`src/rtl/spk_out_pkg.sv`:
```
// ---------------------------------------------------------------------------
// spk_out_pkg
// Shared definitions for the flit egress path (spk_out) and its testbench.
//   - flit_type_e    : 3-bit flit type codes carried in the top bits of a flit
//   - egress_state_e : egress FSM state encodings
//   - field helpers  : bit offsets/widths of the type, destination and
//                      payload fields, so every user slices flits the same way
// Flit layout (MSB..LSB): { type[FTW], destination[DW], payload[SW] }
// ---------------------------------------------------------------------------
package spk_out_pkg;

    typedef enum logic [2:0] {
        SPIKE    = 3'b000,
        DATA     = 3'b001,
        DATA_END = 3'b010,
        WRITE    = 3'b110,
        READ     = 3'b111
    } flit_type_e;

    typedef enum logic [1:0] {
        S_IDLE = 2'b00,
        S_READ = 2'b01,
        S_SEND = 2'b10
    } egress_state_e;

    // Lowest bit of the type field, which occupies the top FTW bits.
    function automatic int typeLsb(input int fw, input int ftw);
        return fw - ftw;
    endfunction

    // Lowest bit of the destination field, which sits directly above the payload.
    function automatic int dstLsb(input int sw);
        return sw;
    endfunction

    // The payload always starts at bit 0.
    function automatic int dataLsb();
        return 0;
    endfunction

    // The destination field takes whatever the type and payload leave over.
    function automatic int dstWidth(input int fw, input int ftw, input int sw);
        return fw - ftw - sw;
    endfunction

endpackage

```
`src/rtl/data_fifo.sv`:
```
// ---------------------------------------------------------------------------
// data_fifo
// Synchronous single-clock FIFO with a registered read port.
//   clk_i    in   clock, all state on its rising edge
//   rst_i    in   synchronous active-high reset; flushes the FIFO and dout
//   wr_en_i  in   push din_i (ignored while full)
//   din_i    in   DATA_WIDTH write data
//   rd_en_i  in   pop one entry (ignored while empty)
//   dout_o   out  DATA_WIDTH read data, valid the cycle after rd_en_i
//   full_o   out  all 2^ADDR_WIDTH entries occupied
//   empty_o  out  no entries occupied
// ---------------------------------------------------------------------------
module data_fifo #(
    parameter int DATA_WIDTH = 59,
    parameter int ADDR_WIDTH = 4
) (
    input  logic                  clk_i,
    input  logic                  rst_i,
    input  logic                  wr_en_i,
    input  logic [DATA_WIDTH-1:0] din_i,
    input  logic                  rd_en_i,
    output logic [DATA_WIDTH-1:0] dout_o,
    output logic                  full_o,
    output logic                  empty_o
);

    localparam int DEPTH = 1 << ADDR_WIDTH;

    logic [DATA_WIDTH-1:0] mem_q [DEPTH];

    // Pointers carry one extra wrap bit so full and empty can be told apart
    // without a separate occupancy counter.
    logic [ADDR_WIDTH:0]   wrPtr_q, wrPtr_d;
    logic [ADDR_WIDTH:0]   rdPtr_q, rdPtr_d;
    logic [DATA_WIDTH-1:0] dout_q, dout_d;
    logic                  doWrite;
    logic                  doRead;

    assign empty_o = (wrPtr_q == rdPtr_q);
    assign full_o  = (wrPtr_q[ADDR_WIDTH] != rdPtr_q[ADDR_WIDTH]) &&
                     (wrPtr_q[ADDR_WIDTH-1:0] == rdPtr_q[ADDR_WIDTH-1:0]);

    assign doWrite = wr_en_i && !full_o;
    assign doRead  = rd_en_i && !empty_o;

    assign dout_o = dout_q;

    // Pointer advance and registered read data.
    always_comb begin
        wrPtr_d = wrPtr_q;
        rdPtr_d = rdPtr_q;
        dout_d  = dout_q;
        if (doWrite) begin
            wrPtr_d = wrPtr_q + (ADDR_WIDTH+1)'(1);
        end
        if (doRead) begin
            rdPtr_d = rdPtr_q + (ADDR_WIDTH+1)'(1);
            dout_d  = mem_q[rdPtr_q[ADDR_WIDTH-1:0]];
        end
    end

    always_ff @(posedge clk_i) begin
        if (rst_i) begin
            wrPtr_q <= '0;
            rdPtr_q <= '0;
            dout_q  <= '0;
        end else begin
            wrPtr_q <= wrPtr_d;
            rdPtr_q <= rdPtr_d;
            dout_q  <= dout_d;
        end
    end

    // Storage array is not reset; the pointers alone define which entries are live.
    always_ff @(posedge clk_i) begin
        if (doWrite) begin
            mem_q[wrPtr_q[ADDR_WIDTH-1:0]] <= din_i;
        end
    end

endmodule

```
`src/rtl/spk_out.sv`:
```
// ---------------------------------------------------------------------------
// spk_out
// Egress side of the node flit link. Packs soma spikes/data into flits,
// forwards whole config flits, queues both in a 2^B-entry FIFO and sends them
// downstream under credit flow control (one credit per downstream buffer slot).
//   clk_spk_out          in   sole clock
//   rst                  in   synchronous active-high reset
//   soma_spk_out_vld     in   soma item present
//   soma_spk_out_data    in   SW payload
//   soma_spk_out_type    in   FTW flit type (SPIKE/DATA/DATA_END)
//   spk_out_soma_busy    out  soma item not accepted this cycle
//   config_spk_out_vld   in   config flit present
//   config_spk_out_flit  in   FW flit, forwarded bit-exact
//   spk_out_config_busy  out  config flit not accepted this cycle
//   cfg_dst              in   DW destination inserted into soma flits
//   flit_out             out  FW outgoing flit (registered)
//   flit_out_wr          out  single-cycle strobe qualifying flit_out
//   credit_in            in   single-cycle pulse: downstream popped one flit
// ---------------------------------------------------------------------------
module spk_out
    import spk_out_pkg::*;
#(
    parameter  int B      = 4,
    parameter  int FW     = 59,
    parameter  int FTW    = 3,
    parameter  int SW     = 24,
    parameter  int CREDIT = 16,
    localparam int DW     = dstWidth(FW, FTW, SW)
) (
    input  logic           clk_spk_out,
    input  logic           rst,
    input  logic           soma_spk_out_vld,
    input  logic [SW-1:0]  soma_spk_out_data,
    input  logic [FTW-1:0] soma_spk_out_type,
    output logic           spk_out_soma_busy,
    input  logic           config_spk_out_vld,
    input  logic [FW-1:0]  config_spk_out_flit,
    output logic           spk_out_config_busy,
    input  logic [DW-1:0]  cfg_dst,
    output logic [FW-1:0]  flit_out,
    output logic           flit_out_wr,
    input  logic           credit_in
);

    localparam int TYPE_LSB = typeLsb(FW, FTW);
    localparam int DST_LSB  = dstLsb(SW);
    localparam int DATA_LSB = dataLsb();
    localparam int CW       = $clog2(CREDIT + 1);
    localparam logic [CW-1:0] CREDIT_MAX = CW'(CREDIT);

    logic          fifoFull;
    logic          fifoEmpty;
    logic          fifoWrEn;
    logic [FW-1:0] fifoDin;
    logic [FW-1:0] fifoDout;
    logic          rdEn;
    logic          canPop;

    egress_state_e state_q, state_d;
    logic [FW-1:0] flitOut_q, flitOut_d;
    logic [CW-1:0] creditCnt_q, creditCnt_d;

    // Busy is taken from the FIFO state before any pop this cycle, so an entry
    // freed by a pop only becomes usable on the following cycle.
    assign spk_out_config_busy = fifoFull;
    assign spk_out_soma_busy   = fifoFull || config_spk_out_vld;

    // Ingress arbitration: config has fixed priority; at most one push per cycle.
    always_comb begin
        fifoWrEn = 1'b0;
        fifoDin  = '0;
        if (config_spk_out_vld && !fifoFull) begin
            fifoWrEn = 1'b1;
            fifoDin  = config_spk_out_flit;
        end else if (soma_spk_out_vld && !fifoFull) begin
            fifoWrEn                      = 1'b1;
            fifoDin[FW-1:TYPE_LSB]        = soma_spk_out_type;
            fifoDin[TYPE_LSB-1:DST_LSB]   = cfg_dst;
            fifoDin[DST_LSB-1:DATA_LSB]   = soma_spk_out_data;
        end
    end

    data_fifo #(
        .DATA_WIDTH(FW),
        .ADDR_WIDTH(B)
    ) u_fifo (
        .clk_i  (clk_spk_out),
        .rst_i  (rst),
        .wr_en_i(fifoWrEn),
        .din_i  (fifoDin),
        .rd_en_i(rdEn),
        .dout_o (fifoDout),
        .full_o (fifoFull),
        .empty_o(fifoEmpty)
    );

    // A pop needs both a queued flit and a free downstream slot.
    assign canPop = !fifoEmpty && (creditCnt_q != '0);

    // Egress FSM: READ waits out the registered FIFO read, SEND strobes the
    // flit. SEND can chain straight into the next READ, giving one flit per
    // two cycles at best.
    always_comb begin
        state_d   = state_q;
        rdEn      = 1'b0;
        flitOut_d = flitOut_q;
        case (state_q)
            S_IDLE: begin
                if (canPop) begin
                    rdEn    = 1'b1;
                    state_d = S_READ;
                end
            end
            S_READ: begin
                flitOut_d = fifoDout;
                state_d   = S_SEND;
            end
            S_SEND: begin
                if (canPop) begin
                    rdEn    = 1'b1;
                    state_d = S_READ;
                end else begin
                    state_d = S_IDLE;
                end
            end
            default: begin
                state_d = S_IDLE;
            end
        endcase
    end

    // Credit is reserved at pop time and returned by credit_in; a pop and a
    // return in the same cycle cancel. A return beyond the maximum is a
    // downstream protocol error and is dropped rather than overflowing.
    always_comb begin
        creditCnt_d = creditCnt_q;
        case ({rdEn, credit_in})
            2'b10: creditCnt_d = creditCnt_q - CW'(1);
            2'b01: begin
                if (creditCnt_q != CREDIT_MAX) begin
                    creditCnt_d = creditCnt_q + CW'(1);
                end
            end
            default: creditCnt_d = creditCnt_q;
        endcase
    end

    always_ff @(posedge clk_spk_out) begin
        if (rst) begin
            state_q     <= S_IDLE;
            flitOut_q   <= '0;
            creditCnt_q <= CREDIT_MAX;
        end else begin
            state_q     <= state_d;
            flitOut_q   <= flitOut_d;
            creditCnt_q <= creditCnt_d;
        end
    end

    assign flit_out    = flitOut_q;
    assign flit_out_wr = (state_q == S_SEND);

endmodule
```
`config.mk`:
```
export PLATFORM = sky130hd
export DESIGN_NAME = spk_out
export DESIGN_NICKNAME = d
export VERILOG_FILES = /design/src/rtl/spk_out_pkg.sv /design/src/rtl/data_fifo.sv /design/src/rtl/spk_out.sv
export SDC_FILE = /design/constraint.sdc
export NUM_CORES = 1
export LEC_CHECK = 0
export ABC_AREA = 0
export CORE_MARGIN = 1
export CORE_UTILIZATION = 40
export DETAILED_ROUTE_END_ITERATION = 10
export PLACE_DENSITY = 0.57
export SLEW_MARGIN = 20
export SYNTH_ARGS = -nofsm -noshare
export SYNTH_HDL_FRONTEND = slang
export SYNTH_SLANG_ARGS = --single-unit
```
`constraint.sdc`:
```
create_clock -name clk_spk_out -period 12.5 [get_ports clk_spk_out]
set_input_delay 2.5 -clock clk_spk_out [delete_from_list [all_inputs] [get_ports clk_spk_out]]
set_output_delay 2.5 -clock clk_spk_out [all_outputs]
set_load 0.01 [all_outputs]
```
# Word level (Yosys, flattened, before mapping)
# Memory sizes are Yosys's and may differ from the RTL's. A register that Yosys moved wholly into a read port is not among the register bits.
# Index checks and enable logic that the tools add are counted.
# word_totals
output_inout_bits,62
in_bits,123
word_cells,47
mem_bits_rw,944
regBits,76
mem_count,1
# mem_list
name,depth,word_bits,rd,rd_clocked_by_memory_dff,wr,line,text
u_fifo.mem_q,16,59,1,1,1,data_fifo.sv:29,logic [DATA_WIDTH-1:0] mem_q [DEPTH];
# op_classes
eq_ne,10
n_addsub,4
reduce_logical,14
n_mux,13
# ops
cell,count
$mux W59,2
$add A5 B1 Y5 const B,3
$pmux W5 S2,1
$mux W1,7
$logic_and A1 B1 Y1,6
$pmux W2 S3,1
$eq A5 B5 Y1,1
$mux W5,1
$ne A5 B5 Y1 const B,1
$reduce_bool A5 Y1,1
$sub A5 B1 Y5 const B,1
$eq A2 B1 Y1 const B,2
$eq A2 B2 Y1 const B,2
$eq A4 B4 Y1,1
$ne A2 B2 Y1 const B,2
$logic_not A1 Y1,2
$logic_not A2 Y1,1
$mux W2,1
$reduce_and A2 Y1,1
$reduce_bool A2 Y1,1
$reduce_or A2 Y1,1
$logic_or A1 B1 Y1,1
$ne A1 B1 Y1,1

# Longest topological paths before layout
# Gate-level depths: netlist of run 1.
# depth
depth_word,9
depth_mapped,13
depth_no_buf,11

# Hierarchy
# Synthesis of run 1 repeated with hierarchy kept, for this count alone.
# hier_totals
hier_cells,2311
area_unflattened_um2,41890.2
# modules_own_cells
mod,instances,seq_area_each_um2,cells_each,area_each_um2
data_fifo,1,29728.5,1919,38791.0
spk_out,1,1321.3,392,3099.2

# Worst setup path before layout of run 1
# Ideal clock, no wire load.
# synth_timing
kind,input to register
start,input soma_spk_out_vld
end,memory u_fifo.mem_q[3][0] (enable)
setup_ns,0.549
path_slack_ns,5.066
cell_stages,3
arrival_time_ns,6.885
required_ns,11.951
path_buffers,0
cell_sequence,nor2_1 a211o_1 nor3_1
# synth_via
elab_chain_len,6
# synth_rtl
item,line,text
from (decl),spk_out.sv:32,"input logic soma_spk_out_vld,"
$logic_and A1 B1 Y1,spk_out.sv:75,end else if (soma_spk_out_vld && !fifoFull) begin
$mux W1,spk_out.sv:75,
$mux W1,spk_out.sv:72,if (config_spk_out_vld && !fifoFull) begin
$logic_and A1 B1 Y1,data_fifo.sv:43,assign doWrite = wr_en_i && !full_o;
$mux W1,data_fifo.sv:76,if (doWrite) begin
$mux W1 (implied by the code),data_fifo.sv:77,mem_q[wrPtr_q[ADDR_WIDTH-1:0]] <= din_i;
to (decl),data_fifo.sv:29,
# Every way passes these cells.

# Worst setup path in the final report of run 1
# layout_timing
start,input config_spk_out_vld
end,output spk_out_soma_busy
# layout_via
elab_chain_len,1
# layout_rtl
item,line,text
from (decl),spk_out.sv:36,"input logic config_spk_out_vld,"
$logic_or A1 B1 Y1,spk_out.sv:66,assign spk_out_soma_busy = fifoFull || config_spk_out_vld;
to (decl),spk_out.sv:35,"output logic spk_out_soma_busy,"
# Every way passes these cells.

==> impl_metrics.sql, run 1 <==
INSERT INTO impl_metrics (metric_group, metric, value, unit) VALUES
('run_status', 'run_status', 'complete, no violations', ''),
('setup_path', 'setup.worst_path.start_class', 'input port', ''),
('cells_and_area', 'filler_cell_count', '8400', ''),
('floorplanning', 'core-area', '102000', 'sq um'),
('timing', 'grt_setup_unrepaired', 'false', ''),
('logic_synthesis', 'synthCells', '1908', ''),
('cells_and_area', 'post_route_cells_drive_above_1_share', '0.242', ''),
('timing', 'fin_worst_skew', '0.0200', 'ns'),
('timing', 'max_freq', '160', 'MHz'),
('global_route', 'grt_first_pass_wirelength', '142000', 'um'),
('clocking', 'cts_inserted_buffers', '110', ''),
('setup_path', 'crit-reg2reg-capture', 'u_fifo.dout_o[3]$_SDFFE_PP0P_', ''),
('timing', 'finalSetupTns', '0', 'ns'),
('timing', 'share_of_the_cycle_needed_by_the_critical_path_after_routing', '0.501', ''),
('setup_path', 'reg2reg_depth', '6', ''),
('clocking', 'postcts_resize_cnt', '0', ''),
('detailed_routing', 'detailedRoute.firstIterationViolations', '1651', ''),
('logic_synthesis', 'yosys_warnings', '0', ''),
('detailed_routing', 'drc', '0', ''),
('cells_and_area', 'nets_finish', '2251', ''),
('logic_synthesis', 'synth_cell_types', '39', ''),
('floorplanning', 'die_area', '104000', 'sq um'),
('detailed_routing', 'detail_route.vias_per_cell', '5.49', ''),
('hold_path', 'worst_hold_path_type', 'register to register', ''),
('power_and_ir_drop', 'ir_worst_vdd', '0.000152', 'V'),
('setup_path', 'critPathMaxFanout', '4', ''),
('setup_path', 'end_kind', 'output port', ''),
('floorplanning', 'initial_core_util', '0.403', ''),
('floorplanning', 'rows', '117', ''),
('clocking', 'clock_latency', '0.67', 'ns'),
('clocking', 'cts_root_buf', 'clkbuf_16', ''),
('global_route', 'antenna_violations_before_repair', '0', ''),
('logic_synthesis', 'syn_area', '41000', 'sq um'),
('cells_and_area', 'area_delta_synth_final', '17.4', '%'),
('setup_path', 'critical_setup_path_kind', 'input port to output port', ''),
('detailed_routing', 'ant_nets', '0', ''),
('placed_design', 'post-dp-hpwl', '51100', 'um'),
('placed_design', 'portBuffers', '184', ''),
('floorplanning', 'die_h', '322', 'um'),
('hold_path', 'timing.hold.worst_path_depth', '2', ''),
('clocking', 'cts.htree.levels', '3', ''),
('setup_path', 'timing.rr.start', 'u_fifo.rdPtr_q[0]$_SDFFE_PP0P_', ''),
('logic_synthesis', 'synth-async-reset-ratio', '0', ''),
('clocking', 'cts_tree', 'built', ''),
('timing', 'final-hold-violation-count', '0', ''),
('clocking', 'max-clock-path-buffers', '3', ''),
('placed_design', 'detailed_place.area', '44300', 'sq um'),
('logic_synthesis', 'post_synth_edffs', '944', ''),
('timing', 'timing.final.crit_period', '6.27', 'ns'),
('clocking', 'cts.repair_timing.setup_buffer_count', '0', ''),
('timing', 'timing.slew.headroom', '0.226', ''),
('placed_design', 'routabilityCongestion', '0.728', ''),
('global_route', 'first_global_vias', '20800', ''),
('setup_path', 'timing.reg2reg.setup_slack', '8.44', 'ns'),
('run', 'timing.max_cap.violations', '0', ''),
('clocking', 'count_of_clock_tree_sinks', '1079', ''),
('clocking', 'holdBufCountCts', '0', ''),
('clocking', 'clk_pin_slew_worst_paths', '0.06', 'ns'),
('cells_and_area', 'final_cell_area', '48100', 'sq um'),
('hold_path', 'holdCritStartpoint', 'u_fifo.dout_o[29]$_SDFFE_PP0P_', ''),
('logic_synthesis', 'synthFlopType', 'edfxtp_1', ''),
('power_and_ir_drop', 'total_leakage_power', '15.1', 'nW'),
('logic_synthesis', 'yosys_register_bits', '1079', ''),
('global_route', 'grt_start_max_net_pins', '148', ''),
('global_route', 'grt_overflow', '0', ''),
('logic_synthesis', 'synth_nets', '2041', ''),
('timing', 'final_max_slew_viol_count', '0', ''),
('setup_path', 'worstPathArrival', '3.77', 'ns'),
('timing', 'timing.hold.ws', '0.452', 'ns'),
('global_route', 'track_usage', '0.190', ''),
('hold_path', 'min_delay_worst_endpoint', 'flit_out[29]$_SDFFE_PP0N_', ''),
('detailed_routing', 'firstDrtPassIters', '7', ''),
('logic_synthesis', 'yosysSeqAreaShare', '0.758', ''),
('detailed_routing', 'routed-via-count', '19700', ''),
('detailed_routing', 'detail_route.wirelength', '97200', 'um'),
('floorplanning', 'top_level_ports', '185', ''),
('logic_synthesis', 'postSynthAreaPerCell', '21.5', 'sq um'),
('setup_path', 'critPathRequiredTime', '10.00', 'ns'),
('power_and_ir_drop', 'power_per_cell_area', '198', 'nW/um^2'),
('timing', 'setup_violations', '0', ''),
('timing', 'timing_worst_slew_pin_value', '1.16', 'ns'),
('floorplanning', 'die_width', '322', 'um'),
('detailed_routing', 'avgRoutedWirePerCell', '27.1', 'um');
## synth_stat cells, types with 3 or more instances
cell type | count | area (sq um)
a211oi_1 | 3 | 22.5
a21oi_1 | 62 | 310
a22o_1 | 118 | 1030
and3_1 | 13 | 81.3
buf_1 | 14 | 52.6
buf_2 | 14 | 70.1
buf_4 | 18 | 135
buf_6 | 14 | 158
clkbuf_1 | 58 | 218
dfxtp_1 | 135 | 2700
edfxtp_1 | 944 | 28300
ha_1 | 9 | 113
inv_1 | 9 | 33.8
mux2_2 | 6 | 67.6
mux2i_1 | 4 | 40.0
mux4_2 | 295 | 6640
nand2_1 | 122 | 458
nand3_1 | 3 | 15.0
nor2_1 | 21 | 78.8
nor2b_1 | 10 | 62.6
xnor2_1 | 6 | 52.6
xor2_1 | 8 | 70.1
## metal layers
| layer | wire, um | vias up | part of all wire | global-route usage |
|---|---|---|---|---|
| met1 | 42800 | 10600 | 0.44 | 0.270 |
| met2 | 47200 | 587 | 0.49 | 0.308 |
| li1 | - | 8372 | - | - |
| met5 | 0 | - | 0 | 0 |
| met3 | 5260 | 123 | 0.054 | 0.0285 |
| met4 | 1940 | 0 | 0.020 | 0.0510 |
## cell families (layout without fill, tap and decap cells)
family / Yosys count / in the layout / share of synthesized area
and+or+nand+nor: 180 / 180 / 0.0194
xor gates and xnor gates: 14 / 14 / 0.00299
AOI/OAI and AO/OA: 190 / 190 / 0.0348
other: 0 / 1 / 0
DFF: 1079 / 1079 / 0.758
muxes: 305 / 305 / 0.165
buffers and inverters: 130 / 437 / 0.0169
adders and majority gates: 10 / 10 / 0.00324
## critical path: stages
cell,delay (ns)
clkdlybuf4s50_1,0.59
nand2b_1,0.14
clkdlybuf4s50_1,0.53
## registers in the layout, indices dropped and copies added, names as in the netlist
name	flops
u_fifo.mem_q	944
u_fifo.wrPtr_q	5
flit_out	59
creditCnt_q	5
u_fifo.rdPtr_q	5
state_q	2
u_fifo.dout_o	59
## power breakdown
group          leakage (nW)  total [mW]  internal (mW)  switching (mW)
clock network          1.85        3.41           2.06            1.35
registers              9.75        4.24           4.12           0.120
logic                  3.46        1.86          0.911           0.953
## cell type report
| type | count | area (sq um) | area share |
|---|---|---|---|
| sequential | 1079 | 31100 | 0.646 |
| clock inverter | 56 | 703 | 0.0146 |
| timing repair buffer | 219 | 2130 | 0.0442 |
| inverter | 9 | 33.8 | 0.000703 |
| antenna | 1 | 2.50 | 0.0000520 |
| multi-input combinational | 699 | 9340 | 0.194 |
| tap | 1368 | 1710 | 0.0356 |
| clock buffer | 153 | 3100 | 0.0645 |
## stage by stage
step,cells,util,setup slack [ns],power [mW]
6_report,3584,0.473,6.23,9.51
5_1_grt,3583,0.473,6.17,9.88
4_1_cts,3582,0.473,6.23,9.62
3_5_place_dp,3373,0.436,6.24,6.21
3_3_place_gp,3373,0.436,6.22,6.18
2_1_floorplan,1908,-,5.07,5.65
## worst max-delay path by stage
stage,end,cells after the start,start
2_1_floorplan,u_fifo.mem_q[3][0]$_DFFE_PP_,3,soma_spk_out_vld
6_report,spk_out_soma_busy,3,config_spk_out_vld
3_5_place_dp,spk_out_soma_busy,3,config_spk_out_vld
3_3_place_gp,spk_out_soma_busy,3,config_spk_out_vld
5_1_grt,spk_out_soma_busy,3,config_spk_out_vld
4_1_cts,spk_out_soma_busy,3,config_spk_out_vld
## layout by cell type, fill, tap and decap left out, types with 2 or more instances in the layout
cell               n
edfxtp_1         944
mux4_2           295
clkdlybuf4s50_1  183
dfxtp_1          131
nand2_1          122
a22o_1           118
clkbuf_16        114
a21oi_1           61
buf_4             34
clkbuf_1          29
nor2_1            20
clkinv_2          18
bufinv_16         16
and3_4            13
clkinv_1          12
clkbuf_8          10
inv_1              9
ha_1               9
xor2_1             8
nor2b_1            7
xnor2_1            6
mux2_2             6
clkinvlp_4         6
nor2b_4            4
mux2i_1            4
dfxtp_4            4
nand3_1            3
a211oi_1           3
or4_1              2
inv_6              2
buf_12             2
Power figures use the tool's default switching activity.
==> inputs of run 2 (changes only) <==
==> constraint.sdc (replaced) <==
create_clock -name clk_spk_out -period 6.1 [get_ports clk_spk_out]
set_input_delay 1.22 -clock clk_spk_out [delete_from_list [all_inputs] [get_ports clk_spk_out]]
set_output_delay 1.22 -clock clk_spk_out [all_outputs]
set_load 0.01 [all_outputs]
==> run 2 against run 1 <==
  * Clock power grew 100%
  * Utilization fell by 0.052 points
  * Sequential share of layout area is 0.071 points higher
  * Non-clock buffer count rose by 11
  * Total power rose by 100%
  * Register-to-register slack got worse by 5.9 ns
  * First-iteration DRC count decreased by 2.5%
  * Die area unchanged
  * Wire length fell by 2.8%
  * Worst setup slack worse by 4.5 ns
  * Largest cell class unchanged
==> impl_metrics.sql, run 2 (synthesis results as in run 1) <==
INSERT INTO impl_metrics (metric_group, metric, value, unit) VALUES
('run_status', 'run_status', 'complete, no violations', ''),
('setup_path', 'critical_setup_path_kind', 'register to output port', ''),
('clocking', 'cts.htree.levels', '3', ''),
('clocking', 'holdBufCountCts', '0', ''),
('placed_design', 'routabilityCongestion', '0.718', ''),
('run', 'timing.max_cap.violations', '0', ''),
('detailed_routing', 'ant_nets', '0', ''),
('detailed_routing', 'detailedRoute.firstIterationViolations', '1610', ''),
('setup_path', 'critPathRequiredTime', '4.88', 'ns'),
('timing', 'final-hold-violation-count', '0', ''),
('setup_path', 'critPathMaxFanout', '33', ''),
('floorplanning', 'die_area', '104000', 'sq um'),
('setup_path', 'setup.worst_path.start_class', 'register', ''),
('clocking', 'count_of_clock_tree_sinks', '1079', ''),
('timing', 'final_max_slew_viol_count', '0', ''),
('hold_path', 'worst_hold_path_type', 'register to register', ''),
('cells_and_area', 'filler_cell_count', '8398', ''),
('floorplanning', 'die_width', '322', 'um'),
('hold_path', 'timing.hold.worst_path_depth', '2', ''),
('timing', 'fin_worst_skew', '0.0384', 'ns'),
('power_and_ir_drop', 'ir_worst_vdd', '0.000246', 'V'),
('cells_and_area', 'mostFrequentLayoutCell', 'edfxtp_1', ''),
('timing', 'finalSetupTns', '0', 'ns'),
('setup_path', 'reg2reg_depth', '7', ''),
('cells_and_area', 'n_antenna_cell', '0', ''),
('setup_path', 'worstPathArrival', '3.18', 'ns'),
('setup_path', 'critical-path-max-stage-delay', '0.80', 'ns'),
('cells_and_area', 'post_route_cells_drive_above_1_share', '0.242', ''),
('detailed_routing', 'detail_route.vias_per_cell', '5.43', ''),
('placed_design', 'detailed_place.area', '44400', 'sq um'),
('hold_path', 'min_delay_worst_endpoint', 'flit_out[11]$_SDFFE_PP0N_', ''),
('floorplanning', 'top_level_ports', '185', ''),
('setup_path', 'end_kind', 'output port', ''),
('power_and_ir_drop', 'total_leakage_power', '15.0', 'nW'),
('setup_path', 'timing.reg2reg.setup_slack', '2.51', 'ns'),
('clocking', 'cts_root_buf', 'clkbuf_16', ''),
('clocking', 'postcts_resize_cnt', '0', ''),
('floorplanning', 'rows', '117', ''),
('clocking', 'max-clock-path-buffers', '3', ''),
('global_route', 'antenna_violations_before_repair', '2', ''),
('setup_path', 'path_buf_inv', '2', ''),
('detailed_routing', 'detail_route.wirelength', '94500', 'um'),
('timing', 'max_freq', '227', 'MHz'),
('timing', 'timing_worst_slew_pin_value', '1.11', 'ns'),
('timing', 'setup_violations', '0', ''),
('clocking', 'cts.repair_timing.setup_buffer_count', '0', ''),
('detailed_routing', 'drc', '0', ''),
('cells_and_area', 'commonest_cells_after_routing_fill_and_taps_aside', '944 x edfxtp_1, 295 x mux4_2, 183 x clkdlybuf4s50_1', ''),
('global_route', 'grt_start_max_net_pins', '98', ''),
('clocking', 'cts_tree', 'built', ''),
('power_and_ir_drop', 'power_per_cell_area', '403', 'nW/um^2'),
('floorplanning', 'core-area', '102000', 'sq um'),
('clocking', 'clock_latency', '0.71', 'ns'),
('timing', 'grt_setup_unrepaired', 'false', ''),
('global_route', 'first_global_vias', '20500', ''),
('detailed_routing', 'avgRoutedWirePerCell', '26.3', 'um'),
('clocking', 'clk_pin_slew_worst_paths', '0.06', 'ns'),
('setup_path', 'critical_path.slowest_cell', 'dfxtp_4', ''),
('power_and_ir_drop', 'power', '19.3', 'mW'),
('timing', 'share_of_the_cycle_needed_by_the_critical_path_after_routing', '0.721', ''),
('placed_design', 'placedCellCount', '3385', ''),
('cells_and_area', 'post_layout_nonfiller_instances', '3592', ''),
('cells_and_area', 'largest_reg_flops', '944', ''),
('setup_path', 'timing.rr.start', 'u_fifo.rdPtr_q[2]$_SDFFE_PP0P_', ''),
('cells_and_area', 'nets_finish', '2261', ''),
('placed_design', 'post-dp-hpwl', '52400', 'um'),
('placed_design', 'portBuffers', '184', ''),
('timing', 'timing.final.crit_period', '4.40', 'ns'),
('setup_path', 'timing.critical_path.cells', 'xor2_1 > nor4_4 > nand2_1 > inv_1 > clkdlybuf4s50_1', ''),
('detailed_routing', 'routed-via-count', '19500', ''),
('detailed_routing', 'firstDrtPassIters', '5', ''),
('cells_and_area', 'final_cell_area', '48000', 'sq um'),
('timing', 'timing.slew.headroom', '0.258', ''),
('global_route', 'track_usage', '0.185', ''),
('global_route', 'grt_first_pass_wirelength', '139000', 'um'),
('floorplanning', 'initial_core_util', '0.403', ''),
('setup_path', 'path_delay_family', 'flip-flops', ''),
('global_route', 'grt_overflow', '0', ''),
('hold_path', 'holdCritStartpoint', 'u_fifo.dout_o[11]$_SDFFE_PP0P_', ''),
('floorplanning', 'die_h', '322', 'um'),
('cells_and_area', 'area_delta_synth_final', '17.3', '%'),
('clocking', 'cts_inserted_buffers', '109', ''),
('setup_path', 'crit-reg2reg-capture', 'u_fifo.mem_q[0][6]$_DFFE_PP_', '');
==> run 2: worst max-delay path by stage <==
stage / startpoint / to / slack, ns / depth (start not counted)
floorplan: soma_spk_out_vld / u_fifo.mem_q[11][0]$_DFFE_PP_ / 1.39 / 3
global placement: config_spk_out_vld / u_fifo.mem_q[1][57]$_DFFE_PP_ / 1.71 / 5
detailed placement: config_spk_out_vld / u_fifo.mem_q[1][57]$_DFFE_PP_ / 1.60 / 5
CTS: u_fifo.rdPtr_q[0]$_SDFFE_PP0P_ / spk_out_config_busy / 1.63 / 5
global route: u_fifo.rdPtr_q[0]$_SDFFE_PP0P_ / spk_out_config_busy / 1.42 / 5
finish: u_fifo.rdPtr_q[0]$_SDFFE_PP0P_ / spk_out_config_busy / 1.70 / 5
==> run 2: final cells by class <==
cell class              instances  area (sq um)  area share
clock inverters                64           767      0.0160
well taps                    1368          1710      0.0356
repair buffers                230          2210      0.0460
multi-input cells             699          9350       0.195
clock buffers                 143          2900      0.0603
inverters                       9          33.8    0.000703
flip-flops and latches       1079         31100       0.647
==> run 2: per-layer routing <==
metal  wire length, um  track usage  vias up
li1                  -            -     8387
met1             42100        0.262    10500
met2             46800        0.304      492
met3              4180       0.0252      102
met4              1370       0.0418        0
met5                 0            0        -
==> run 2: worst register-to-register path, delay by kind of cell (launching register included) <==
kind | cells | cell delay, ns
compound gates | 1 | 0.93
xor+xnor | 1 | 0.30
buf+inv | 2 | 0.71
flops | 1 | 0.88
simple gates | 3 | 0.45
==> run 2: stage by stage <==
step,worst slack (ns),util,hold slack [ns]
after floorplan,1.39,-,0.432
after global placement,1.71,0.437,0.442
after detailed placement,1.60,0.437,0.449
after CTS,1.63,0.473,0.449
after global routing,1.42,0.473,0.468
final,1.70,0.473,0.447
==> run 2: power breakdown <==
part | switching (mW) | internal [mW]
clock network | 2.81 | 4.00
logic | 1.99 | 1.86
registers | 0.227 | 8.44
total | 5.03 | 14.3
